<file path="src/rtl/hex_scan_pkg.sv">
// Shared types and constants for the multiplexed hex display scanner.
package hex_scan_pkg;

    typedef enum logic {
        BLANK = 1'b0,
        DRIVE = 1'b1
    } phase_e;

    localparam logic [7:0] SEG_OFF = 8'hFF;
    localparam logic [3:0] AN_OFF  = 4'hF;
    localparam int         DIGITS  = 4;

endpackage

</file>
<file path="src/rtl/hex_scan_timer.sv">
// Slot timer for the hex display scanner: tracks blank/drive phase, the
// digit index and the in-slot counter, and raises the frame snapshot strobe.
// With HEX_SCAN_DIM_EN defined it also exports the low counter nibble used
// by the dimming gate.
module hex_scan_timer
    import hex_scan_pkg::*;
#(
    parameter int DIGIT_CYCLES = 50000,
    parameter int BLANK_CYCLES = 500
) (
    input  logic       clk_i,
    input  logic       rst_i,
    input  logic       en_i,
`ifdef HEX_SCAN_DIM_EN
    output logic [3:0] cnt_lo_o,
`endif
    output phase_e     phase_o,
    output logic [1:0] idx_o,
    output logic       snap_o
);

    localparam int CNT_W = (DIGIT_CYCLES > 2) ? $clog2(DIGIT_CYCLES) : 1;
    localparam logic [CNT_W-1:0] BLANK_LAST = CNT_W'(BLANK_CYCLES - 1);
    localparam logic [CNT_W-1:0] DIGIT_LAST = CNT_W'(DIGIT_CYCLES - 1);

    phase_e           phase_q, phase_d;
    logic [1:0]       idx_q, idx_d;
    logic [CNT_W-1:0] cnt_q, cnt_d;

    // Next-state: a low enable rewinds to the start of a frame.
    always_comb begin
        phase_d = phase_q;
        idx_d   = idx_q;
        cnt_d   = cnt_q;
        if (!en_i) begin
            phase_d = BLANK;
            idx_d   = 2'd0;
            cnt_d   = '0;
        end else if (phase_q == BLANK) begin
            cnt_d = cnt_q + 1'b1;
            if (cnt_q == BLANK_LAST) begin
                phase_d = DRIVE;
            end
        end else begin
            if (cnt_q == DIGIT_LAST) begin
                cnt_d   = '0;
                phase_d = BLANK;
                idx_d   = idx_q + 2'd1;
            end else begin
                cnt_d = cnt_q + 1'b1;
            end
        end
    end

    // State registers with synchronous reset.
    always_ff @(posedge clk_i) begin
        if (rst_i) begin
            phase_q <= BLANK;
            idx_q   <= 2'd0;
            cnt_q   <= '0;
        end else begin
            phase_q <= phase_d;
            idx_q   <= idx_d;
            cnt_q   <= cnt_d;
        end
    end

    // Snapshot strobe marks the first cycle of each frame; held off during reset.
    always_comb begin
        snap_o = en_i && !rst_i && (phase_q == BLANK) && (idx_q == 2'd0) && (cnt_q == '0);
    end

    assign phase_o = phase_q;
    assign idx_o   = idx_q;

`ifdef HEX_SCAN_DIM_EN
    logic [CNT_W+3:0] cnt_ext;
    assign cnt_ext  = {4'b0000, cnt_q};
    assign cnt_lo_o = cnt_ext[3:0];
`endif

endmodule

</file>
<file path="src/rtl/hex_display_scan.sv">
// Time-multiplexed 4-digit seven-segment driver. Patterns are snapshotted
// once per frame so a register write can never tear a frame; each digit slot
// opens with a blanking gap to suppress ghosting.
// Optional feature macro: HEX_SCAN_DIM_EN adds brightness_i PWM dimming.
module hex_display_scan
    import hex_scan_pkg::*;
#(
    parameter int DIGIT_CYCLES = 50000,
    parameter int BLANK_CYCLES = 500
) (
    input  logic       clk_i,
    input  logic       rst_i,
    input  logic       en_i,
    input  logic [7:0] hex0_i,
    input  logic [7:0] hex1_i,
    input  logic [7:0] hex2_i,
    input  logic [7:0] hex3_i,
`ifdef HEX_SCAN_DIM_EN
    input  logic [3:0] brightness_i,
`endif
    output logic [7:0] seg_o,
    output logic [3:0] an_o,
    output logic       frame_o
);

    phase_e     phase;
    logic [1:0] idx;
    logic       snap_stb;
    logic       lit;

    logic [DIGITS-1:0][7:0] snap_q, snap_d;

`ifdef HEX_SCAN_DIM_EN
    logic [3:0] cnt_lo;
`endif

    hex_scan_timer #(
        .DIGIT_CYCLES (DIGIT_CYCLES),
        .BLANK_CYCLES (BLANK_CYCLES)
    ) u_timer (
        .clk_i    (clk_i),
        .rst_i    (rst_i),
        .en_i     (en_i),
`ifdef HEX_SCAN_DIM_EN
        .cnt_lo_o (cnt_lo),
`endif
        .phase_o  (phase),
        .idx_o    (idx),
        .snap_o   (snap_stb)
    );

    // Capture all four patterns together at the frame strobe; clear when disabled.
    always_comb begin
        snap_d = snap_q;
        if (!en_i) begin
            snap_d = {DIGITS{SEG_OFF}};
        end else if (snap_stb) begin
            snap_d = {hex3_i, hex2_i, hex1_i, hex0_i};
        end
    end

    // Snapshot registers with synchronous reset to all segments off.
    always_ff @(posedge clk_i) begin
        if (rst_i) begin
            snap_q <= {DIGITS{SEG_OFF}};
        end else begin
            snap_q <= snap_d;
        end
    end

    // Output mux: only registered state feeds the pins; en_i darkens immediately.
    always_comb begin
        lit = en_i && (phase == DRIVE);
`ifdef HEX_SCAN_DIM_EN
        lit = lit && (cnt_lo <= brightness_i);
`endif
        seg_o = SEG_OFF;
        an_o  = AN_OFF;
        if (lit) begin
            seg_o = snap_q[idx];
            an_o  = ~(4'b0001 << idx);
        end
    end

    assign frame_o = snap_stb;

endmodule

</file>
<file path="config.mk">
export PLATFORM = sky130hd
export DESIGN_NAME = hex_display_scan
export DESIGN_NICKNAME = d
export VERILOG_FILES = /design/src/rtl/hex_scan_pkg.sv /design/src/rtl/hex_scan_timer.sv /design/src/rtl/hex_display_scan.sv
export SDC_FILE = /design/constraint.sdc
export NUM_CORES = 1
export LEC_CHECK = 0
export CORE_UTILIZATION = 46
export CTS_CLUSTER_SIZE = 8
export DETAILED_ROUTE_END_ITERATION = 12
export PLACE_DENSITY = 0.75
export SKIP_CTS_REPAIR_TIMING = 1
export SLEW_MARGIN = 25
export SYNTH_ARGS = -nofsm -noshare
export SYNTH_HDL_FRONTEND = slang
export SYNTH_SLANG_ARGS = --single-unit
</file>
<file path="constraint.sdc">
create_clock -name clk_i -period 2.2 [get_ports clk_i]
set_input_delay 0.44 -clock clk_i [delete_from_list [all_inputs] [get_ports clk_i]]
set_output_delay 0.44 -clock clk_i [all_outputs]
set_load 0.02 [all_outputs]
</file>
# After elaboration in Yosys (flattened, before gate mapping)
# Cells that the tools add are included.
[totals]
wordCells = 35
out_inout_bits = 13
ff_bits = 51
input_bits = 35
[op_classes]
n_mux = 9
n_eq_ne = 2
bitwise = 3
magnitude_cmp = 1
n_shift = 1
reduce_logical = 10
addsub = 2
[op_table]
columns = ["operator", "n"]
rows = [
  ["2-to-1 mux 16 bit", 2],
  ["adder 16 x 1 -> 16 bit (second input constant)", 1],
  ["binary-select mux 8 bit (select 2 bit)", 1],
  ["equality test 16 bit (second input constant)", 1],
  ["equality test 16 x 9 -> 1 bit (second input constant)", 1],
  ["zero test 16 bit", 1],
  ["2-to-1 mux 8 bit", 2],
  ["logical AND 1 bit", 5],
  ["2-to-1 mux 4 bit", 1],
  ["inverter 4 bit", 1],
  ["left shift 1 x 2 -> 4 bit (first input constant)", 1],
  ["less-than comparator 2 x 3 -> 1 bit (second input constant)", 1],
  ["2-to-1 mux 1 bit", 3],
  ["adder 2 x 1 -> 2 bit (second input constant)", 1],
  ["zero test 2 bit", 1],
  ["inverter 1 bit", 2],
  ["AND reduction 2 bit", 1],
  ["OR reduction 2 bit", 1],
  ["zero test 1 bit", 1],
]

# Logic depth before layout (Yosys ltp)
# Gate-level depths: netlist (run 1).
[logic_depth]
depth_word = 5
mapped_depth = 9
mapped_depth_nobuf = 6

# Cells and area by module
# Synthesis (run 1) repeated with hierarchy kept, for this count alone.
[hier_totals]
hier_cells = 248
area_unflattened_um2 = 2371.0
[modules_own_cells]
columns = ["module", "seq_area_each_um2", "cells_per_inst", "area_per_inst_um2", "n_inst"]
rows = [
  ["hex_display_scan", 640.6, 139, 1443.9, 1],
  ["hex_scan_timer", 380.4, 109, 927.1, 1],
]

# Worst setup path after synthesis (run 1)
# No wires, ideal clock.
[synth_timing]
path_type = "flip-flop to output port"
from = "register u_timer.idx_q[0] (netlist: u_timer.idx_o[0])"
to = "output frame_o"
setup_slack_ps = -182
stages_incl_launch_ff = 8
arrival_time_ps = 1942
path_cell_list = "dfxtp_1 buf_1 inv_1 ha_1 nor4bb_1 nand4_1 clkbuf_1 nor2_1"
[synth_via]
elab_chain_len = 3
[synth_rtl]
columns = ["element", "line_no", "text"]
rows = [
  ["start, declared", "hex_scan_timer.sv:27", "logic [1:0] idx_q, idx_d;"],
  ["start signal, assigned", "hex_scan_timer.sv:63", "idx_q <= idx_d;"],
  ["zero test 2 bit", "hex_scan_timer.sv:70", "snap_o = en_i && !rst_i && (phase_q == BLANK) && (idx_q == 2'd0) && (cnt_q == '0);"],
  ["logical AND 1 bit (2 in a row)", "hex_scan_timer.sv:70", ""],
  ["end, declared", "hex_display_scan.sv:23", "output logic frame_o"],
]
# No other way between the ends.

# Final worst setup path (run 1)
[layout_timing]
from = "register u_timer.idx_q[0] (netlist: u_timer.idx_o[0])"
to = "output seg_o[0]"
[layout_via]
elab_chain_len = 3
[layout_rtl]
columns = ["element", "line_no", "text"]
rows = [
  ["binary-select mux 8 bit (select 2 bit)", "hex_display_scan.sv:80", "seg_o = snap_q[idx];"],
  ["2-to-1 mux 8 bit (implied by the code)", "hex_display_scan.sv:80", ""],
  ["2-to-1 mux 8 bit", "hex_display_scan.sv:79", "if (lit) begin"],
  ["end, declared", "hex_display_scan.sv:21", "output logic [7:0] seg_o,"],
]
# No other way between the ends. The select of a mux whose other input is x is not followed.

==> results.cfg, run 1 <==
[yosys]
synth.ff_latch_count = 51
ys_types = 35
synthSimpleGateAreaFrac_pct = 23.00
syn_inst = 287
synth_area_sq_um = 2470
synth_warnings = 0
synth_compound_area_share_pct = 15.05
synthAdderAreaFrac_pct = 3.040
synth_xor_area_share_pct = 4.965
synthMuxAreaShare_pct = 7.295
synth_top_family_by_area = simple AND/OR/NAND/NOR gates
seq_area_frac_synth_pct = 41.34
avgSynthCellArea_sq_um = 8.606
syn-num-nets = 328

[clock_tree]
clock_latency_ns = 0.31
clk_pin_slew_worst_paths_ns = 0.09
clockRootBuffer = clkbuf_8
cts_sinks = 51
htree_levels = 2
clockBufferDepth = 2
cts_buffers = 5
cts_tree = yes

[placement]
place_inst = 413
hpwl_mm = 4.365
port-buffer-count = 47
gp_congestion = 0.8710

[setup_path]
r2r.worst_path.cells = 6
crit_required_ns = 1.76
start_kind = flip-flop
cp-end-kind = primary output
crit_type = reg -> out
arrival_ns = 1.72
cp_max_fo = 5

[sta]
tightestPinTransition_ns = 0.3263
rsz0062_at_grt = yes
fmax_mhz = 462.7
skew_ns = 0.005105
setup_tns_ns = 0
relSlewSlack_pct = 78.05
min_period_ns = 2.161
finalCritPeriodShare_pct = 98.25
hold_viol = 0
finalSetupViolations = 0
slew_violations = 0

[detailed_routing]
routed_wl_mm = 6.412
vias_per_cell = 5.544
drt_iter0_markers = 215
drt_first_pass_iters = 5
drtAntennaViolNets = 0
wl_per_cell_um = 15.16
drc_errors = 0
vias = 2345

[min_path]
min_path_type = reg -> reg
hold-path-cell-count = 2

[layout]
final_nets = 393
antenna-diode-count = 0
nFillCells = 437
stdcell_count = 423
areaGrowthSynthToFinish_pct = 37.84
drive_gt1_share_pct = 23.23
fin_util_pct = 66.24

[die]
initial_core_util_pct = 48.05
die_h_um = 75.28
core_sq_um = 5140
io_pins = 48
die_area_sq_um = 5666
fp.dieW_um = 75.28
rows = 26

[global_route]
grt_pass1_vias = 2120
grt_max_degree = 33
grt_overflow = 0
grt_util_all_layers_pct = 23.70
antenna_found_initial = 0
grt_pass1_wl_mm = 9.873

[flow_run]
drv_cap = 0

[power]
p_per_area_nw_per_um2 = 490.1
peakVddDrop_mv = 0.2496
leakagePower_nw = 1.213
p_total_w = 0.001668

[outcome]
status = complete, no violations
area by class of cell:
type | instances | area [sq um] | share of cell area (%)
multi-input combinational | 203 | 1363 | 40.02
sequential | 51 | 1025 | 30.10
timing repair buffer | 83 | 800.8 | 23.52
tap | 70 | 87.58 | 2.573
clock buffer | 6 | 82.58 | 2.426
inverter | 8 | 30.03 | 0.8820
clock inverter | 2 | 16.27 | 0.4778
synthesized netlist by cell type, drive strengths merged:
| library cell | n | area [sq um] |
|---|---|---|
| nand4 | 9 | 56.30 |
| nor4 | 4 | 25.02 |
| nand2 | 4 | 15.01 |
| nor2b | 2 | 12.51 |
| o21ba | 1 | 10.01 |
| xor2 | 7 | 61.31 |
| nor3b | 1 | 7.510 |
| buf | 5 | 26.27 |
| dfxtp | 51 | 1021 |
| nand3 | 11 | 55.05 |
| inv | 8 | 30.03 |
| nor2 | 19 | 71.32 |
| mux4 | 8 | 180.2 |
| nor4bb | 1 | 10.01 |
| o211ai | 1 | 7.510 |
| or3 | 3 | 23.77 |
| and4 | 3 | 27.53 |
| xnor2 | 7 | 61.31 |
| or2 | 10 | 62.56 |
| or4 | 2 | 18.77 |
| nor3 | 34 | 170.2 |
| clkbuf | 20 | 75.07 |
| and3 | 1 | 6.260 |
| a21oi | 33 | 165.2 |
| ha | 6 | 75.07 |
| o31ai | 1 | 7.510 |
| o21ai | 34 | 181.4 |
| nand2b | 1 | 6.260 |
worst max-delay path, cell delays in order, from the launching register on:
cell and delay (ns):
dfxtp_4 0.40, buf_12 0.13, mux4_2 0.51, or2_4 0.24
buf_6 0.13
worst paths after layout:
path | slack, ns | endpoint | from
setup / recovery | 0.04 | seg_o[0] | u_timer.idx_o[0]
hold / removal | 0.51 | snap_q[26] | snap_q[26]
setup reg to reg | 0.23 | u_timer.idx_o[0] | u_timer.cnt_q[0]
hold reg to reg | 0.51 | snap_q[26] | snap_q[26]
stage by stage:
| stage | hold slack [ns] | setup WS [ns] | instance area (sq um) |
|---|---|---|---|
| CTS | 0.5225 | -0.4830 | 3313 |
| global placement | 0.4827 | -0.3290 | 3214 |
| detailed placement | 0.4976 | -0.3958 | 3214 |
| global route | 0.5552 | -0.02755 | 3405 |
| finish | 0.5134 | 0.03861 | 3405 |
| floorplan | 0.4492 | 0.01406 | 2474 |
layout by cell type, fill, tap and decap left out, types with 6 or more instances in the layout:
| master | instances |
|---|---|
| a21oi_1 | 33 |
| nor3_1 | 34 |
| buf_4 | 34 |
| clkbuf_8 | 6 |
| inv_1 | 8 |
| xor2_1 | 7 |
| clkdlybuf4s50_1 | 34 |
| buf_6 | 8 |
| mux4_2 | 8 |
| or2_4 | 8 |
| nand3_1 | 11 |
| o21ai_0 | 29 |
| dfxtp_1 | 50 |
| ha_1 | 6 |
| nand4_1 | 9 |
| xnor2_1 | 7 |
| nor2_1 | 17 |
metal layers:
| layer | up-vias | GRT usage, % | wire length [um] |
|---|---|---|---|
| li1 | 1151 | - | - |
| met1 | 1110 | 31.88 | 2859 |
| met2 | 78 | 38.54 | 3129 |
| met3 | 6 | 4.284 | 359 |
| met4 | 0 | 8.230 | 64 |
| met5 | - | 0 | 0 |
state kept, by name, indices dropped and copies added (netlist names):
signal	cells
snap_q	32
u_timer.cnt_q	16
u_timer.idx_o	2
u_timer.phase_o	1
report_power, final:
part | total, W | internal [W] | switching, W
registers | 0.000942 | 0.000935 | 0.00000765
clock network | 0.000565 | 0.000257 | 0.000308
logic | 0.000161 | 0.0000925 | 0.0000690
total | 0.00167 | 0.00128 | 0.000384
logic make-up after synthesis:
family | count (synthesis)
AO/OA/AOI/OAI | 70
XOR/XNOR | 14
adder cells (fa/ha/maj) | 6
buffers and inverters | 33
flip-flops | 51
multiplexers | 8
AND/OR/NAND/NOR | 105
Note: power is estimated with default switching activity, not from simulation.
==> inputs of run 2 (changes only) <==
--- a/config.mk
+++ b/config.mk
@@ -8,7 +8,9 @@
 export CORE_UTILIZATION = 46
 export CTS_CLUSTER_SIZE = 8
 export DETAILED_ROUTE_END_ITERATION = 12
+export HOLD_SLACK_MARGIN = 0.15
 export PLACE_DENSITY = 0.75
+export RECOVER_POWER = 50
 export SKIP_CTS_REPAIR_TIMING = 1
 export SLEW_MARGIN = 25
 export SYNTH_ARGS = -nofsm -noshare
==> results of run 2 <==
Final layout, timing and power as in run 1 (identical DEF).
==> RTL change: new RTL, settings of run 1 <==
Register the inputs `en_i`, `hex0_i`, `hex1_i`, `hex2_i` and `hex3_i` before use, without a reset. The logic sees them one clock later. Comments in the files are not updated.
--- a/src/rtl/hex_display_scan.sv
+++ b/src/rtl/hex_display_scan.sv
@@ -24,4 +24,18 @@
 );
 
+    logic en_q;
+    logic [7:0] hex0_q;
+    logic [7:0] hex1_q;
+    logic [7:0] hex2_q;
+    logic [7:0] hex3_q;
+
+    always_ff @(posedge clk_i) begin
+        en_q   <= en_i;
+        hex0_q <= hex0_i;
+        hex1_q <= hex1_i;
+        hex2_q <= hex2_i;
+        hex3_q <= hex3_i;
+    end
+
     phase_e     phase;
     logic [1:0] idx;
@@ -41,5 +55,5 @@
         .clk_i    (clk_i),
         .rst_i    (rst_i),
-        .en_i     (en_i),
+        .en_i     (en_q),
 `ifdef HEX_SCAN_DIM_EN
         .cnt_lo_o (cnt_lo),
@@ -53,8 +67,8 @@
     always_comb begin
         snap_d = snap_q;
-        if (!en_i) begin
+        if (!en_q) begin
             snap_d = {DIGITS{SEG_OFF}};
         end else if (snap_stb) begin
-            snap_d = {hex3_i, hex2_i, hex1_i, hex0_i};
+            snap_d = {hex3_q, hex2_q, hex1_q, hex0_q};
         end
     end
@@ -71,5 +85,5 @@
     // Output mux: only registered state feeds the pins; en_i darkens immediately.
     always_comb begin
-        lit = en_i && (phase == DRIVE);
+        lit = en_q && (phase == DRIVE);
 `ifdef HEX_SCAN_DIM_EN
         lit = lit && (cnt_lo <= brightness_i);
Check against the original RTL: not equivalent (Yosys sat finds a counterexample within 4 cycles, from zero or initial values).
==> RTL change against run 1 <==
The run now ends with negative setup slack left. Hold slack worse by 16 ps. Sequential power increased by 68%. Final area is 23% higher. Synthesized cell count grew 11%. Routed wire length increased by 11%. Global-route usage shrank 2.3 points. Setup slack lost 55 ps. Die area rose by 27%. Total power grew 86%. Sequential cell count is 33 higher. Clock skew up 1.2 ps. Synthesized area rose by 28%.
==> RTL change: results (changes against run 1) <==
- Run status: finished with violations
- Failing checks: negative setup slack
- Post-synthesis xor/xnor area fraction: 3.88% (-1.1 points)
- Final cell count without fillers: 471 (+11%)
- Post-Place Cells: 454 (+9.9%)
- Compound-Gate Fraction of Synth Area: 11.6% (-3.4 points)
- Total track usage: 21.4% (-2.3 points)
- Setup violators final: 4 (+4)
- H-tree levels: 3 (+1)
- Fill count: 508 (+16%)
- CTS Buf Count: 9 (+4)
- DRT iter0 DRCs: 156 (-27%)
- Clock Skew: 6.26 ps (+1.16 ps)
- Peak VDD IR: 0.527 mV (+110%)
- Crit path DAT: 1780 ps (+60 ps)
- Post-synthesis adder-cell area fraction: 2.38% (-0.66 points)
- CP Max Fanout: 8 (+3)
- Hpwl dp: 4670 um (+7.0%)
- Syn_nets: 361 (+10%)
- Layout cells sized above 1: 21.6% (-1.7 points)
- First-pass GRT wire length: 11800 um (+20%)
- Final net count: 430 (+9.4%)
- Leak: 0.00156 uW (+28%)
- PnR worst setup slack: -15.9 ps (-54.5 ps)
- DRT Pass-1 Iters: 8 (+3)
- Vias: 2581 (+10%)
- Syn_area_per_cell: 9.87 um2 (+15%)
- Area contributors post-synth: dfxtp_1 (53%), nor3_1 (5.7%), mux4_2 (5.7%)
- FF+latch area: 1680 um2 (+64%)
- Placed cell area: 3880 um2 (+21%)
- Post-synthesis sequential area ratio: 53.2% (+12 points)
- Later-pin clock latency in the skew report: 350 ps (+40 ps)
- Slew @ Worst Pin: 473 ps (+146 ps)
- Mux share of post-synthesis cell area: 5.71% (-1.6 points)
-- RTL change: changes by cell type after synthesis, moves of 5 or more --
cell / delta
o21ai_0: -24
buf_6: +5
xor2_1: -6
xnor2_1: +6
dfxtp_1: +33
clkbuf_1: -9
o21ai_1: +25
-- RTL change: layout make-up --
type	instances	area share [%]
inverter	8	0.715
multi-input combinational	204	32.3
clock buffer	9	2.95
sequential	84	40.1
timing repair buffer	82	18.6
clock inverter	7	3.04
tap	77	2.29
-- RTL change: path summary, 6_finish.rpt --
| kind | end | slack [ps] | start | cells after the start |
|---|---|---|---|---|
| max | seg_o[0] | -20 | u_timer.idx_o[1] | 4 |
| min | snap_q[17] | 500 | hex2_q[1] | 2 |
| max reg2reg | u_timer.cnt_q[8] | 170 | u_timer.cnt_q[11] | 5 |
| min reg2reg | snap_q[17] | 500 | hex2_q[1] | 2 |
-- RTL change: power breakdown --
group | leakage (uW) | switching [uW] | internal [uW]
clock | 0.000127 | 583 | 774
combinational | 0.000738 | 67.7 | 92.1
sequential | 0.000693 | 17.9 | 1560
-- RTL change: kinds of logic after synthesis --
family / Yosys count
mux: 8
flops: 84
compound gates: 70
buf+inv: 32
xor+xnor: 14
simple gates: 106
fa+ha+maj: 6
-- RTL change: worst min-delay path, stage by stage (launching register included) --
cell	delay (ps)
dfxtp_1	320
nor3_1	40
o21ai_1	110
-- RTL change: through the flow --
step / setup TNS (ps) / hold WS (ps) / setup slack, ps / total power, uW
after global placement: -1310 / 472 / -458 / 1770
after floorplan: 0 / 442 / 7.21 / 1680
after global routing: -485 / 486 / -101 / 3210
after CTS: -4780 / 501 / -547 / 3120
final: -42.8 / 497 / -15.9 / 3100
after detailed placement: -1660 / 476 / -476 / 1770
-- RTL change: per-layer routing --
layer	wire [um]	part of all wire [%]	vias to the layer above	GRT usage (%)
li1	-	-	1259	-
met1	3180	45	1231	26.9
met2	3430	48	79	34.5
met3	351	4.9	12	6.32
met4	144	2.0	0	8.78
met5	0	0	-	0
